$ cat config.mk
export PLATFORM = sky130hd
export DESIGN_NAME = alu_wb_stage
export DESIGN_NICKNAME = d
export VERILOG_FILES = /design/src/rtl/wb_pkg.sv /design/src/rtl/wb_fifo.sv /design/src/rtl/alu_wb_stage.sv
export SDC_FILE = /design/constraint.sdc
export NUM_CORES = 1
export LEC_CHECK = 0
export ABC_AREA = 1
export CORE_MARGIN = 5
export CORE_UTILIZATION = 45
export DETAILED_ROUTE_END_ITERATION = 12
export PLACE_DENSITY = 0.71
export REMOVE_ABC_BUFFERS = 1
export SKIP_CTS_REPAIR_TIMING = 1
export SLEW_MARGIN = 20
export SYNTH_ARGS = -nofsm -noshare
export SYNTH_HDL_FRONTEND = slang
export SYNTH_SLANG_ARGS = --single-unit
$ cat constraint.sdc
create_clock -name clk -period 4.65 [get_ports clk]
set_clock_uncertainty 0.2 [all_clocks]
set_input_delay 0.465 -clock clk [delete_from_list [all_inputs] [get_ports clk]]
set_output_delay 0.465 -clock clk [all_outputs]
set_load 0.05 [all_outputs]
$ cat src/rtl/wb_pkg.sv
`default_nettype none
// =============================================================================
// wb_pkg : shared types and default widths for the ALU write-back stage
// Revision : 1.0
// =============================================================================
package wb_pkg;

  localparam int DEF_DATA_W      = 16;
  localparam int DEF_ADDR_W      = 4;
  localparam int DEF_DEPTH       = 2;
  localparam int DEF_SYNC_STAGES = 2;
  localparam int DEF_CNT_W       = 16;

  typedef struct packed {
    logic [DEF_ADDR_W-1:0] addr;
    logic [DEF_DATA_W-1:0] data;
  } wb_entry_t;

  typedef enum logic [0:0] {
    IN_IDLE = 1'b0,
    IN_ACK  = 1'b1
  } in_state_t;

  typedef enum logic [1:0] {
    OUT_IDLE = 2'd0,
    OUT_REQ  = 2'd1,
    OUT_REL  = 2'd2
  } out_state_t;

endpackage
`default_nettype wire

$ cat src/rtl/wb_fifo.sv
`default_nettype none
// =============================================================================
// wb_fifo : DEPTH-entry circular FIFO exposing both the head and newest entry
// Revision : 1.0
// =============================================================================
module wb_fifo #(
  parameter int WIDTH = 20,
  parameter int DEPTH = 2
) (
  input  logic             clk,
  input  logic             reset_n,
  input  logic             push,
  input  logic             pop,
  input  logic [WIDTH-1:0] wdata,
  output logic             full,
  output logic             empty,
  output logic [WIDTH-1:0] head,
  output logic [WIDTH-1:0] newest
);

  localparam int PTR_W = $clog2(DEPTH);

  logic [WIDTH-1:0] mem_q [DEPTH];
  logic [WIDTH-1:0] mem_d [DEPTH];
  logic [PTR_W:0]   wr_ptr_q;
  logic [PTR_W:0]   wr_ptr_d;
  logic [PTR_W:0]   rd_ptr_q;
  logic [PTR_W:0]   rd_ptr_d;
  logic             do_push;
  logic             do_pop;
  logic [PTR_W-1:0] newest_idx;

  // The extra pointer bit distinguishes full from empty when the indices match.
  assign empty      = (wr_ptr_q == rd_ptr_q);
  assign full       = (wr_ptr_q[PTR_W] != rd_ptr_q[PTR_W]) &&
                      (wr_ptr_q[PTR_W-1:0] == rd_ptr_q[PTR_W-1:0]);
  assign do_push    = push && !full;
  assign do_pop     = pop && !empty;
  assign newest_idx = wr_ptr_q[PTR_W-1:0] - PTR_W'(1);
  assign head       = mem_q[rd_ptr_q[PTR_W-1:0]];
  assign newest     = mem_q[newest_idx];

  always_comb begin
    mem_d    = mem_q;
    wr_ptr_d = wr_ptr_q;
    rd_ptr_d = rd_ptr_q;
    if (do_push) begin
      mem_d[wr_ptr_q[PTR_W-1:0]] = wdata;
      wr_ptr_d                   = wr_ptr_q + (PTR_W+1)'(1);
    end
    if (do_pop) begin
      rd_ptr_d = rd_ptr_q + (PTR_W+1)'(1);
    end
  end

  always_ff @(posedge clk or negedge reset_n) begin
    if (!reset_n) begin
      for (int i = 0; i < DEPTH; i++) begin
        mem_q[i] <= '0;
      end
      wr_ptr_q <= '0;
      rd_ptr_q <= '0;
    end else begin
      mem_q    <= mem_d;
      wr_ptr_q <= wr_ptr_d;
      rd_ptr_q <= rd_ptr_d;
    end
  end

endmodule
`default_nettype wire

$ cat src/rtl/alu_wb_stage.sv
`default_nettype none
// =============================================================================
// alu_wb_stage : four-phase ALU-result intake, FIFO buffer, RF write-back, bypass
// Revision : 1.0
// =============================================================================
module alu_wb_stage
  import wb_pkg::*;
#(
  parameter int DATA_W      = DEF_DATA_W,
  parameter int ADDR_W      = DEF_ADDR_W,
  parameter int DEPTH       = DEF_DEPTH,
  parameter int SYNC_STAGES = DEF_SYNC_STAGES,
  parameter int CNT_W       = DEF_CNT_W
) (
  input  logic              clk,
  input  logic              reset_n,
  input  logic              in_req,
  output logic              in_ack,
  input  logic              in_we,
  input  logic [ADDR_W-1:0] in_addr,
  input  logic [DATA_W-1:0] in_data,
  output logic              rf_req,
  input  logic              rf_ack,
  output logic              rf_we,
  output logic [ADDR_W-1:0] rf_addr,
  output logic [DATA_W-1:0] rf_data,
  output logic              fwd_valid,
  output logic [ADDR_W-1:0] fwd_addr,
  output logic [DATA_W-1:0] fwd_data,
  output logic              busy,
  output logic [CNT_W-1:0]  retired_count
);

  localparam int ENTRY_W = ADDR_W + DATA_W;

  logic [SYNC_STAGES-1:0] req_sync_q;
  logic [SYNC_STAGES-1:0] req_sync_d;
  logic [SYNC_STAGES-1:0] ack_sync_q;
  logic [SYNC_STAGES-1:0] ack_sync_d;
  logic                   req_s;
  logic                   ack_s;

  in_state_t              in_state_q;
  in_state_t              in_state_d;
  logic                   in_ack_q;
  logic                   in_ack_d;

  out_state_t             out_state_q;
  out_state_t             out_state_d;
  logic                   rf_req_q;
  logic                   rf_req_d;
  logic                   rf_we_q;
  logic                   rf_we_d;
  logic [ADDR_W-1:0]      rf_addr_q;
  logic [ADDR_W-1:0]      rf_addr_d;
  logic [DATA_W-1:0]      rf_data_q;
  logic [DATA_W-1:0]      rf_data_d;
  logic [CNT_W-1:0]       cnt_q;
  logic [CNT_W-1:0]       cnt_d;

  logic                   fifo_push;
  logic                   fifo_pop;
  logic                   fifo_full;
  logic                   fifo_empty;
  logic [ENTRY_W-1:0]     fifo_head;
  logic [ENTRY_W-1:0]     fifo_newest;

  always_comb begin
    req_sync_d = {req_sync_q[SYNC_STAGES-2:0], in_req};
    ack_sync_d = {ack_sync_q[SYNC_STAGES-2:0], rf_ack};
  end

  assign req_s = req_sync_q[SYNC_STAGES-1];
  assign ack_s = ack_sync_q[SYNC_STAGES-1];

  // Intake: a request with in_we=0 is still acknowledged but nothing is stored.
  always_comb begin
    in_state_d = in_state_q;
    in_ack_d   = in_ack_q;
    fifo_push  = 1'b0;
    case (in_state_q)
      IN_IDLE: begin
        if (req_s && !fifo_full) begin
          fifo_push  = in_we;
          in_ack_d   = 1'b1;
          in_state_d = IN_ACK;
        end
      end
      IN_ACK: begin
        if (!req_s) begin
          in_ack_d   = 1'b0;
          in_state_d = IN_IDLE;
        end
      end
      default: begin
        in_ack_d   = 1'b0;
        in_state_d = IN_IDLE;
      end
    endcase
  end

  always_comb begin
    out_state_d = out_state_q;
    rf_req_d    = rf_req_q;
    rf_we_d     = rf_we_q;
    rf_addr_d   = rf_addr_q;
    rf_data_d   = rf_data_q;
    cnt_d       = cnt_q;
    fifo_pop    = 1'b0;
    case (out_state_q)
      OUT_IDLE: begin
        if (!fifo_empty) begin
          {rf_addr_d, rf_data_d} = fifo_head;
          rf_we_d                = 1'b1;
          rf_req_d               = 1'b1;
          out_state_d            = OUT_REQ;
        end
      end
      // The entry stays in the FIFO (and visible on the bypass) until the RF acks.
      OUT_REQ: begin
        if (ack_s) begin
          rf_req_d    = 1'b0;
          fifo_pop    = 1'b1;
          cnt_d       = cnt_q + CNT_W'(1);
          out_state_d = OUT_REL;
        end
      end
      OUT_REL: begin
        if (!ack_s) begin
          rf_we_d     = 1'b0;
          out_state_d = OUT_IDLE;
        end
      end
      default: begin
        rf_req_d    = 1'b0;
        rf_we_d     = 1'b0;
        out_state_d = OUT_IDLE;
      end
    endcase
  end

  always_ff @(posedge clk or negedge reset_n) begin
    if (!reset_n) begin
      req_sync_q  <= '0;
      ack_sync_q  <= '0;
      in_state_q  <= IN_IDLE;
      in_ack_q    <= 1'b0;
      out_state_q <= OUT_IDLE;
      rf_req_q    <= 1'b0;
      rf_we_q     <= 1'b0;
      rf_addr_q   <= '0;
      rf_data_q   <= '0;
      cnt_q       <= '0;
    end else begin
      req_sync_q  <= req_sync_d;
      ack_sync_q  <= ack_sync_d;
      in_state_q  <= in_state_d;
      in_ack_q    <= in_ack_d;
      out_state_q <= out_state_d;
      rf_req_q    <= rf_req_d;
      rf_we_q     <= rf_we_d;
      rf_addr_q   <= rf_addr_d;
      rf_data_q   <= rf_data_d;
      cnt_q       <= cnt_d;
    end
  end

  wb_fifo #(
    .WIDTH (ENTRY_W),
    .DEPTH (DEPTH)
  ) u_fifo (
    .clk     (clk),
    .reset_n (reset_n),
    .push    (fifo_push),
    .pop     (fifo_pop),
    .wdata   ({in_addr, in_data}),
    .full    (fifo_full),
    .empty   (fifo_empty),
    .head    (fifo_head),
    .newest  (fifo_newest)
  );

  assign in_ack                 = in_ack_q;
  assign rf_req                 = rf_req_q;
  assign rf_we                  = rf_we_q;
  assign rf_addr                = rf_addr_q;
  assign rf_data                = rf_data_q;
  assign retired_count          = cnt_q;
  assign fwd_valid              = !fifo_empty;
  assign {fwd_addr, fwd_data}   = fifo_newest;
  assign busy                   = !fifo_empty || (in_state_q != IN_IDLE) ||
                                  (out_state_q != OUT_IDLE);

endmodule
`default_nettype wire

==> results.cfg <==
[synth]
async_flop_share_pct = 100.0
avgSynthCellArea_sq_um = 8.568
ys.flop_type = dfrtp_1
ys_types = 30
ys_ff_latch = 90
synth_compound_area_share_pct = 16.75
synth_xor_xnor_area_share_pct = 1.879
synthAdderAreaFrac_pct = 0.2685
synth_simple_gate_area_share_pct = 23.52
synth_area_sq_mm = 0.004661
yosysSeqAreaShare_pct = 48.32
synth_top_family_by_area = simple AND/OR/NAND/NOR gates
synth_warnings = 0
synth_edf_count = 0
syn_inst = 544
synthMuxAreaShare_pct = 0

[global_route]
grtUsageTotal_pct = 16.81
antenna_found_initial = 0
grt_max_degree = 66
overflow = 0
grt_pass1_wl_um = 17450
grt_pass1_vias = 3677

[place]
numPortBuffers = 85
place_ws_ns = 1.495
gp_congestion = 0.8466
dp_hpwl_um = 6756
dp_cells = 739

[pwr]
power.leakage_nw = 2.692
pwr-share-seq_pct = 29.4
switching_share_pct = 50.95
peakVddDrop_uv = 482.8
comb_power_share_pct = 59.3
p_sw_mw = 2.424
p_clk_share_pct = 11.3
p_per_area_mw_per_mm2 = 833.0
p_int_mw = 2.333

[flow_run]
maxCapViolCount = 0

[timing]
finalCritPeriodShare_pct = 76.32
min_period_ns = 3.549
timing.hold.ws_ns = -0.02995
worst_slack_ns = 1.101
maxSlewViolCount = 0
rsz0062_at_grt = no
fmax_mhz = 281.8
setup_tns_ns = 0
slew-limit-headroom_pct = 29.86
worstMarginPinSlew_ns = 1.052
setup_viol = 0
hold_viol = 13

[finish]
final_cell_count_no_fill = 755
layout-drive-gt1-share_pct = 13.25
area_delta_synth_final_pct = 22.52
antenna_cells = 0
fin_nets = 640

[worst_setup_path]
r2r-start = u_fifo.wr_ptr_q[0]
path_max_fanout = 58
r2r_slack_ns = 1.74
endpoint_kind = output pin
rr_endpoint = u_fifo.mem_q[29]
crit_start = u_fifo.wr_ptr_q[0]
crit_chain = buf_4 -> nand2_1 -> o21ai_0 -> clkdlybuf4s50_1
cp_top_family = buffers and inverters
critPathSlowestCell = dfrtp_2
crit_end = fwd_data[3]
crit_type = register to output pin
startpoint_type = register
crit_path_max_incr_delay_ns = 1.07
cp.depth = 4
crit_buf_inv = 2
required_ns = 3.98
reg2reg_depth = 7
cp.arrival_ns = 2.88

[drt]
vias_per_cell = 4.891
drtIter0Drc = 232
drt-pass1-iter-count = 5
drc = 0
wl_um = 9970
drtAntennaViolNets = 0
wl_per_cell_um = 13.21
via_count = 3693

[cts]
cts_buffers = 9
clk_pin_slew_ns = 0.08
insertion_delay_ns = 0.36
htreeDepth = 3
cts-root-buf = clkbuf_8
clkSinkCount = 90
cts_buffer_depth = 2
cts_tree = built

[die]
fp-row-count = 37
dieArea_sq_mm = 0.01249
io_pins = 86
die_x_um = 111.8
die_h_um = 111.8
initial_core_util_pct = 45.55
core_area_sq_mm = 0.01023

[worst_hold_path]
hold_path.class = input pin to async pin

[run_status]
outcome = complete, but fails checks
violations = negative hold slack
[worst min-delay path by stage]
| stage | cells past startpoint | from | end | slack [ns] |
|---|---|---|---|---|
| 2_1_floorplan | 0 | reset_n | ack_sync_q[0] | -0.03 |
| 3_3_place_gp | 0 | req_sync_q[0] | req_sync_q[1] | 0.13 |
| 3_5_place_dp | 0 | req_sync_q[0] | req_sync_q[1] | 0.13 |
| 4_1_cts | 1 | reset_n | retired_count[14] | 0.02 |
| 5_1_grt | 1 | reset_n | retired_count[14] | 0.07 |
| 6_report | 1 | reset_n | retired_count[14] | -0.03 |
[registers in the layout, summed over array words and instances (netlist names)]
name,count
rf_data,16
out_state_q,2
req_sync_q,2
in_state_q,1
u_fifo.wr_ptr_q,2
u_fifo.rd_ptr_q,2
rf_req,1
rf_addr,4
retired_count,16
u_fifo.mem_q,40
in_ack,1
rf_we,1
ack_sync_q,2
[routing by layer]
metal / global-route usage, % / wire length [um]
met1: 21.82 / 4553
met2: 27.66 / 4695
met3: 3.967 / 574
met4: 5.677 / 146
met5: 0 / 0
[power groups by stage]
stage / clock (mW) / sequential [mW] / combinational, mW
finish: 0.536 / 1.40 / 2.82
global route: 0.581 / 1.45 / 3.07
CTS: 0.550 / 1.40 / 2.87
detailed placement: 0 / 1.41 / 2.86
global placement: 0 / 1.40 / 2.81
floorplan: 0 / 1.83 / 1.53
[logic make-up (layout without fill, tap and decap cells)]
group / after synthesis / count (layout)
flip-flops: 90 / 90
AO/OA/AOI/OAI: 107 / 107
buffers and inverters: 93 / 168
adder cells (fa/ha/maj): 1 / 1
XOR/XNOR: 10 / 10
AND/OR/NAND/NOR: 243 / 243
[stage by stage]
step / utilization [%] / total power [mW] / instance area [sq um]
2_1_floorplan: - / 3.359 / 4466
3_3_place_gp: 53.91 / 4.206 / 5515
3_5_place_dp: 53.91 / 4.267 / 5515
4_1_cts: 55.82 / 4.817 / 5710
5_1_grt: 55.82 / 5.106 / 5710
6_report: 55.82 / 4.757 / 5710
[synth_stat cells, types with 4 or more instances]
master / n / share of area [%]
nand2_1: 151 / 12
dfrtp_1: 90 / 48
o21ai_0: 41 / 4.4
buf_2: 9 / 0.97
buf_1: 4 / 0.32
xor2_1: 7 / 1.3
clkbuf_1: 7 / 0.56
nor2_1: 18 / 1.4
o21ai_1: 23 / 2.5
inv_2: 6 / 0.48
nand2_2: 8 / 1.1
o21bai_2: 38 / 9.2
inv_1: 57 / 4.6
buf_6: 9 / 2.2
nand3_1: 47 / 5.0
nand3b_1: 4 / 0.64
[placed cells by master (no fill, tap or decap), types with 4 or more instances in the layout]
master	count
nand2_1	151
dfrtp_1	89
clkdlybuf4s50_1	84
inv_1	57
nand3_1	47
o21ai_0	41
o21bai_2	38
o21ai_1	23
nor2_1	18
clkbuf_8	10
nand2_2	8
xor2_1	7
inv_2	6
buf_4	5
nand3b_1	4
[layout make-up]
| class | count | area (sq um) |
|---|---|---|
| clock buffer | 11 | 141.4 |
| clock inverter | 5 | 53.80 |
| fill | 915 | 4521 |
| inverter | 63 | 236.5 |
| multi-input combinational | 361 | 1977 |
| sequential | 90 | 2253 |
| tap | 136 | 170.2 |
| timing repair buffer | 89 | 878.3 |
Note: power is estimated with default switching activity, not from simulation.
